## src/rtl/tlc_conflict_monitor.sv

```systemverilog
// -----------------------------------------------------------------------------
// tlc_conflict_monitor
//
// Independent safety monitor placed between the traffic light controller and
// the lamp drivers. It samples the six 2-bit lamp codes every cycle and looks
// for conflicting non-red approaches, invalid codes, illegal colour sequences,
// short yellow phases and a stalled controller. The first violation latches a
// fault, freezes its cause, and forces all lamps to flashing red until an
// operator clear is accepted on a clean sample.
//
// Ports
//   clk          clock
//   reset        synchronous, active-low reset
//   tl1..tl6     lamp codes from controller: 0 green, 1 yellow, 2 red, 3 invalid
//   clear_fault  operator clear request (level, sampled every cycle)
//   out_tl       lamp codes to drivers, {tl6,...,tl1}, tl1 in [1:0]
//   lamp_en      lamp power enable (gates the flash in fault)
//   fault        latched fault flag
//   fault_code   0 none, 1 CONFLICT, 2 INVALID, 3 SEQ, 4 YEL_SHORT, 5 STUCK
//   fault_light  1..6 light index of captured fault, 0 if none or STUCK
// -----------------------------------------------------------------------------
module tlc_conflict_monitor #(
  parameter logic [14:0] PERMIT          = 15'h0CD0,
  parameter int          CONFLICT_TOL    = 2,
  parameter int          INVALID_TOL     = 2,
  parameter int          MIN_YELLOW      = 4,
  parameter int          WATCHDOG_CYCLES = 1024,
  parameter int          FLASH_HALF      = 8
) (
  input  logic        clk,
  input  logic        reset,
  input  logic [1:0]  tl1,
  input  logic [1:0]  tl2,
  input  logic [1:0]  tl3,
  input  logic [1:0]  tl4,
  input  logic [1:0]  tl5,
  input  logic [1:0]  tl6,
  input  logic        clear_fault,
  output logic [11:0] out_tl,
  output logic        lamp_en,
  output logic        fault,
  output logic [2:0]  fault_code,
  output logic [2:0]  fault_light
);

  localparam logic [1:0]  GREEN   = 2'd0;
  localparam logic [1:0]  YELLOW  = 2'd1;
  localparam logic [1:0]  RED     = 2'd2;
  localparam logic [1:0]  BADCODE = 2'd3;
  localparam logic [11:0] ALL_RED = 12'hAAA;

  localparam logic [2:0] CODE_NONE     = 3'd0;
  localparam logic [2:0] CODE_CONFLICT = 3'd1;
  localparam logic [2:0] CODE_INVALID  = 3'd2;
  localparam logic [2:0] CODE_SEQ      = 3'd3;
  localparam logic [2:0] CODE_YEL      = 3'd4;
  localparam logic [2:0] CODE_STUCK    = 3'd5;

  localparam int CW = $clog2(CONFLICT_TOL + 1);
  localparam int IW = $clog2(INVALID_TOL + 1);
  localparam int WW = $clog2(WATCHDOG_CYCLES + 1);
  localparam int FW = $clog2(FLASH_HALF + 1);

  typedef enum logic {MONITOR, FAULT} state_t;

  state_t        state;
  logic [1:0]    cur     [6];
  logic [1:0]    prev    [6];
  logic [7:0]    yel_cnt [6];
  logic [11:0]   cur_bus;
  logic [CW-1:0] conflict_cnt;
  logic [IW-1:0] invalid_cnt;
  logic [WW-1:0] wd_cnt;
  logic [FW-1:0] flash_cnt;

  assign cur[0]  = tl1;
  assign cur[1]  = tl2;
  assign cur[2]  = tl3;
  assign cur[3]  = tl4;
  assign cur[4]  = tl5;
  assign cur[5]  = tl6;
  assign cur_bus = {tl6, tl5, tl4, tl3, tl2, tl1};

  // Per-sample violation detection and lowest-index light capture.
  logic       conflict_now, invalid_now, seq_now, yel_now, change;
  logic [2:0] conflict_light, invalid_light, seq_light, yel_light;
  logic       conflict_hit, invalid_hit, stuck_hit, any_viol, trip;
  logic [2:0] next_code, next_light;

  always_comb begin
    // NOTE: every variable gets a default first so no path leaves it
    // unassigned; otherwise synthesis infers a latch.
    int p;
    conflict_now   = 1'b0;
    conflict_light = 3'd0;
    invalid_now    = 1'b0;
    invalid_light  = 3'd0;
    seq_now        = 1'b0;
    seq_light      = 3'd0;
    yel_now        = 1'b0;
    yel_light      = 3'd0;
    change         = 1'b0;
    p              = 0;

    // Pair order 12,13,..,16,23,..,56: the first hit is the lowest-numbered pair.
    for (int i = 0; i < 5; i++) begin
      for (int j = i + 1; j < 6; j++) begin
        if (!PERMIT[p] && !conflict_now &&
            (cur[i] == GREEN || cur[i] == YELLOW) &&
            (cur[j] == GREEN || cur[j] == YELLOW)) begin
          conflict_now   = 1'b1;
          conflict_light = 3'(i + 1);
        end
        p = p + 1;
      end
    end

    for (int i = 5; i >= 0; i--) begin
      // Descending scan so the last assignment is the lowest index.
      if (cur[i] == BADCODE) begin
        invalid_now   = 1'b1;
        invalid_light = 3'(i + 1);
      end
      // Codes of 3 on either side fail all three patterns, so they are skipped.
      if ((prev[i] == GREEN  && cur[i] == RED)   ||
          (prev[i] == YELLOW && cur[i] == GREEN) ||
          (prev[i] == RED    && cur[i] == YELLOW)) begin
        seq_now   = 1'b1;
        seq_light = 3'(i + 1);
      end
      if (prev[i] == YELLOW && cur[i] == RED && yel_cnt[i] < 8'(MIN_YELLOW)) begin
        yel_now   = 1'b1;
        yel_light = 3'(i + 1);
      end
      if (cur[i] != prev[i]) change = 1'b1;
    end

    conflict_hit = conflict_now && (conflict_cnt == CW'(CONFLICT_TOL - 1));
    invalid_hit  = invalid_now  && (invalid_cnt  == IW'(INVALID_TOL - 1));
    stuck_hit    = !change      && (wd_cnt       == WW'(WATCHDOG_CYCLES - 1));
    any_viol     = conflict_now || invalid_now || seq_now || yel_now;
    trip         = conflict_hit || invalid_hit || seq_now || yel_now || stuck_hit;

    next_code  = CODE_NONE;
    next_light = 3'd0;
    if (conflict_hit) begin
      next_code  = CODE_CONFLICT;
      next_light = conflict_light;
    end else if (invalid_hit) begin
      next_code  = CODE_INVALID;
      next_light = invalid_light;
    end else if (seq_now) begin
      next_code  = CODE_SEQ;
      next_light = seq_light;
    end else if (yel_now) begin
      next_code  = CODE_YEL;
      next_light = yel_light;
    end else if (stuck_hit) begin
      next_code  = CODE_STUCK;
      next_light = 3'd0;
    end
  end

  always_ff @(posedge clk) begin
    if (!reset) begin
      state        <= MONITOR;
      out_tl       <= ALL_RED;
      lamp_en      <= 1'b1;
      fault        <= 1'b0;
      fault_code   <= CODE_NONE;
      fault_light  <= 3'd0;
      conflict_cnt <= '0;
      invalid_cnt  <= '0;
      wd_cnt       <= '0;
      flash_cnt    <= '0;
      // NOTE: the history and yellow-count arrays are real state checked on the
      // first sample after reset, so they are reset like any other register.
      for (int i = 0; i < 6; i++) begin
        prev[i]    <= RED;
        yel_cnt[i] <= 8'd0;
      end
    end else begin
      // NOTE: non-blocking assignments throughout; a later assignment in this
      // block overrides an earlier one for the same register.
      for (int i = 0; i < 6; i++) begin
        prev[i] <= cur[i];
        if (cur[i] == YELLOW)
          yel_cnt[i] <= (yel_cnt[i] == 8'hFF) ? yel_cnt[i] : yel_cnt[i] + 8'd1;
        else
          yel_cnt[i] <= 8'd0;
      end

      case (state)
        MONITOR: begin
          out_tl       <= cur_bus;
          lamp_en      <= 1'b1;
          conflict_cnt <= conflict_now ? conflict_cnt + CW'(1) : '0;
          invalid_cnt  <= invalid_now  ? invalid_cnt  + IW'(1) : '0;
          wd_cnt       <= change       ? '0 : wd_cnt + WW'(1);
          if (trip) begin
            state        <= FAULT;
            fault        <= 1'b1;
            fault_code   <= next_code;
            fault_light  <= next_light;
            out_tl       <= ALL_RED;
            lamp_en      <= 1'b0;
            flash_cnt    <= '0;
            conflict_cnt <= '0;
            invalid_cnt  <= '0;
            wd_cnt       <= '0;
          end
        end

        FAULT: begin
          out_tl <= ALL_RED;
          if (flash_cnt == FW'(FLASH_HALF - 1)) begin
            flash_cnt <= '0;
            lamp_en   <= ~lamp_en;
          end else begin
            flash_cnt <= flash_cnt + FW'(1);
          end
          // A clear is honoured only on a sample that is itself clean.
          if (clear_fault && !any_viol) begin
            state       <= MONITOR;
            fault       <= 1'b0;
            fault_code  <= CODE_NONE;
            fault_light <= 3'd0;
            lamp_en     <= 1'b1;
            flash_cnt   <= '0;
            out_tl      <= cur_bus;
            for (int i = 0; i < 6; i++) yel_cnt[i] <= 8'd0;
          end
        end

        default: state <= MONITOR;
      endcase
    end
  end

endmodule

```

## config.mk

```make
export PLATFORM = sky130hd
export DESIGN_NAME = tlc_conflict_monitor
export DESIGN_NICKNAME = d
export VERILOG_FILES = /design/src/rtl/tlc_conflict_monitor.sv
export SDC_FILE = /design/constraint.sdc
export NUM_CORES = 1
export LEC_CHECK = 0
export ABC_AREA = 1
export ABC_CLOCK_PERIOD_IN_PS = 3000
export CORE_MARGIN = 5
export CORE_UTILIZATION = 59
export DETAILED_ROUTE_END_ITERATION = 7
export DONT_BUFFER_PORTS = 1
export PLACE_DENSITY_LB_ADDON = 0.2
export SKIP_LAST_GASP = 1
export SLEW_MARGIN = 40
export SYNTH_ARGS = -nofsm -noshare
export SYNTH_HDL_FRONTEND = slang
export SYNTH_SLANG_ARGS = --single-unit
```

## constraint.sdc

```tcl
create_clock -name clk -period 3 [get_ports clk]
set_input_delay 0.15 -clock clk [delete_from_list [all_inputs] [get_ports clk]]
set_output_delay 0.15 -clock clk [all_outputs]
set_load 0.05 [all_outputs]
```

==> impl_metrics.tcl <==
set metrics [dict create \
    die_area_sq_mm 0.0115 \
    antenna_cells 0 \
    clock-skew-final_ps 14.8 \
    yosysWarnings 0 \
    end_kind "register" \
    drive_gt1_share_pct 6.92 \
    cts_tree "built" \
    critical_path_class "reg2reg" \
    hold_viol 0 \
    die_x_um 107 \
    antenna_found_initial 1 \
    clockBufferDepth 2 \
    place.gp.congestion 0.852 \
    reg2reg_from "prev[0][4]" \
    ys_ff_latch 100 \
    rows 35 \
    synth.distinct_cells 43 \
    layout_common_cells "nand2_1 (170), nor2_1 (138), inv_1 (95)" \
    syn_area_per_cell_sq_um 7.47 \
    core_sq_mm 0.00924 \
    cp_max_fo 15 \
    io_buffers 0 \
    viasPerCell 5.33 \
    syn_inst 748 \
    startpoint "prev[0][4]" \
    nFillCells 794 \
    total_leakage_power_uw 0.00266 \
    synthesis.area_sq_mm 0.00559 \
    cts_buffers 9 \
    dp_hpwl_um 8650 \
    finalSetupTns_ps 0 \
    status "completed" \
    post_drt_wl_per_cell_um 13.4 \
    regArea_sq_mm 0.00248 \
    worst_skew_pair.late_latency_ps 360 \
    die_height_um 107 \
    multi_input_area_sq_mm 0.00262 \
    placed_cell_area_sq_mm 0.00567 \
    slew_violations 0 \
    grt_max_degree 24 \
    post-cts-setup-buffers 0 \
    cp.arrival_ps 2630 \
    fin_crit_sh_pct 86.7 \
    ir_drop_mv 0.300 \
    cp-start-kind "register" \
    rsz0062_at_grt "no" \
    hold_path_class "in2reg" \
    min_period_ps 2600 \
    fmax_ghz 0.384 \
    final_common_cell "nand2_1" \
    hold_start "tl4[1]" \
    grt.total_usage_pct 22.2 \
    grt_pass1_wl_um 20900 \
    grt_pass1_vias 4670 \
    drt_pass1_iterations 5 \
    clock-root-buffer "clkbuf_8" \
    drt_wl_total_um 12000 \
    clock-sinks 100 \
    drt-initial-drc-count 323 \
    syn_nets 773 \
    antenna_left 0 \
    grt.overflow.total 0 \
    cap_viol_max_count 0 \
    h-tree-depth 3 \
    required_ps 3030 \
    p_per_area_mw_per_mm2 437 \
    setup_viol 0 \
    relSlewSlack_pct 52.5 \
    tightest_slew_ps 711 \
    nNetsFinal 786 \
    clk_pin_slew_ps 90 \
    drc 0 \
    num_vias 4766 \
    pin_count 35 \
    start_util_pct 60.4 \
    syn_to_final_growth_pct 6.83 \
    stdcell_area_sq_mm 0.00597 \
    synth_seq_area_share_pct 44.4 \
]
[kinds of logic (layout without fill, tap and decap cells)]
family	count (synthesis)	after routing	synth area share, %
flops	100	100	44.4
fa+ha+maj	10	10	2.24
xor+xnor	26	26	4.08
simple gates	434	434	35.0
compound gates	60	60	5.65
buf+inv	118	136	8.58
[metrics by stage]
stage / setup WS [ps] / util [%] / instances / hold slack [ps] / total power (uW)
finish: 399 / 64.6 / 895 / 36.6 / 2610
global route: 153 / 64.6 / 895 / 44.7 / 2730
CTS: 415 / 64.6 / 895 / 34.6 / 2620
detailed placement: 430 / 61.4 / 866 / 229 / 1850
global placement: 541 / 61.4 / 866 / 227 / 1850
floorplan: 893 / - / 748 / 265 / 1810
[worst max-delay path: stages (launching register included)]
cell and delay, ps:
dfxtp_1 320, inv_1 70, nor2_1 70, nand2_1 80
nand2_1 60, nor2_1 230, nand3_2 150, nor2_4 140
nand3_1 90, nor2_2 160, nand3_4 270, nand2_2 240
inv_1 90, nand4_1 290
[Yosys cell counts, drive strengths merged]
master   number  area, sq um
nand2       180          716
nor2        146          597
inv         104          390
nand3        62          350
dfxtp        52         1040
edfxtp       48         1440
a21oi        38          194
xor2         21          184
nand4        18          113
o21ai        18         90.1
nor3         13         75.1
ha           10          125
buf           8         65.1
nor3b         5         37.5
xnor2         5         43.8
clkbuf        4         15.0
clkinv        2         8.75
nand3b        2         15.0
nor4          2         12.5
or2           2         12.5
or3           2         12.5
a31oi         1         6.26
a41oi         1         8.76
and3          1         6.26
and3b         1         8.76
o2111ai       1         8.76
o21a          1         7.51
[layout make-up]
cell class | instances | area share [%]
clock buffer | 10 | 2.14
clock inverter | 6 | 0.671
inverter | 106 | 6.69
multi-input combinational | 530 | 44.0
sequential | 100 | 41.6
tap | 129 | 2.70
timing repair buffer | 14 | 2.22
[flip-flops by register name (all words and copies together), names as in the netlist]
signal / cells
wd_cnt: 11
lamp_en: 1
prev: 12
yel_cnt: 48
fault_light: 3
fault: 1
state: 1
out_tl: 12
conflict_cnt: 2
flash_cnt: 4
invalid_cnt: 2
fault_code: 3
[metal layers]
metal  vias up  track usage (%)  part of all wire [%]
met5         -                0                 0.083
met4         2             7.31                   2.1
met2       133             37.0                    46
li1       2432                -                     -
met3        30             4.20                   6.4
met1      2169             29.1                    45
[report_power, final]
part           leakage, uW  internal, uW  total (uW)  switching [uW]
Clock            0.0000842           301         761             460
Sequential         0.00102          1460        1560            99.5
Combinational      0.00156           100         289             189
Total              0.00266          1860        2610             749
[worst paths after layout]
check,slack [ps],end,cells after the start
worst max-delay path,400,yel_cnt[0][15],13
worst min-delay path,40,out_tl[7],2
worst max register to register,400,yel_cnt[0][15],13
worst min register to register,470,wd_cnt[3],2
[repair_timing]
item	in CTS	in global routing
hold buffers	13	0
resized for setup	0	0
hold endpoints to repair	28	0
Power figures use the tool's default switching activity.
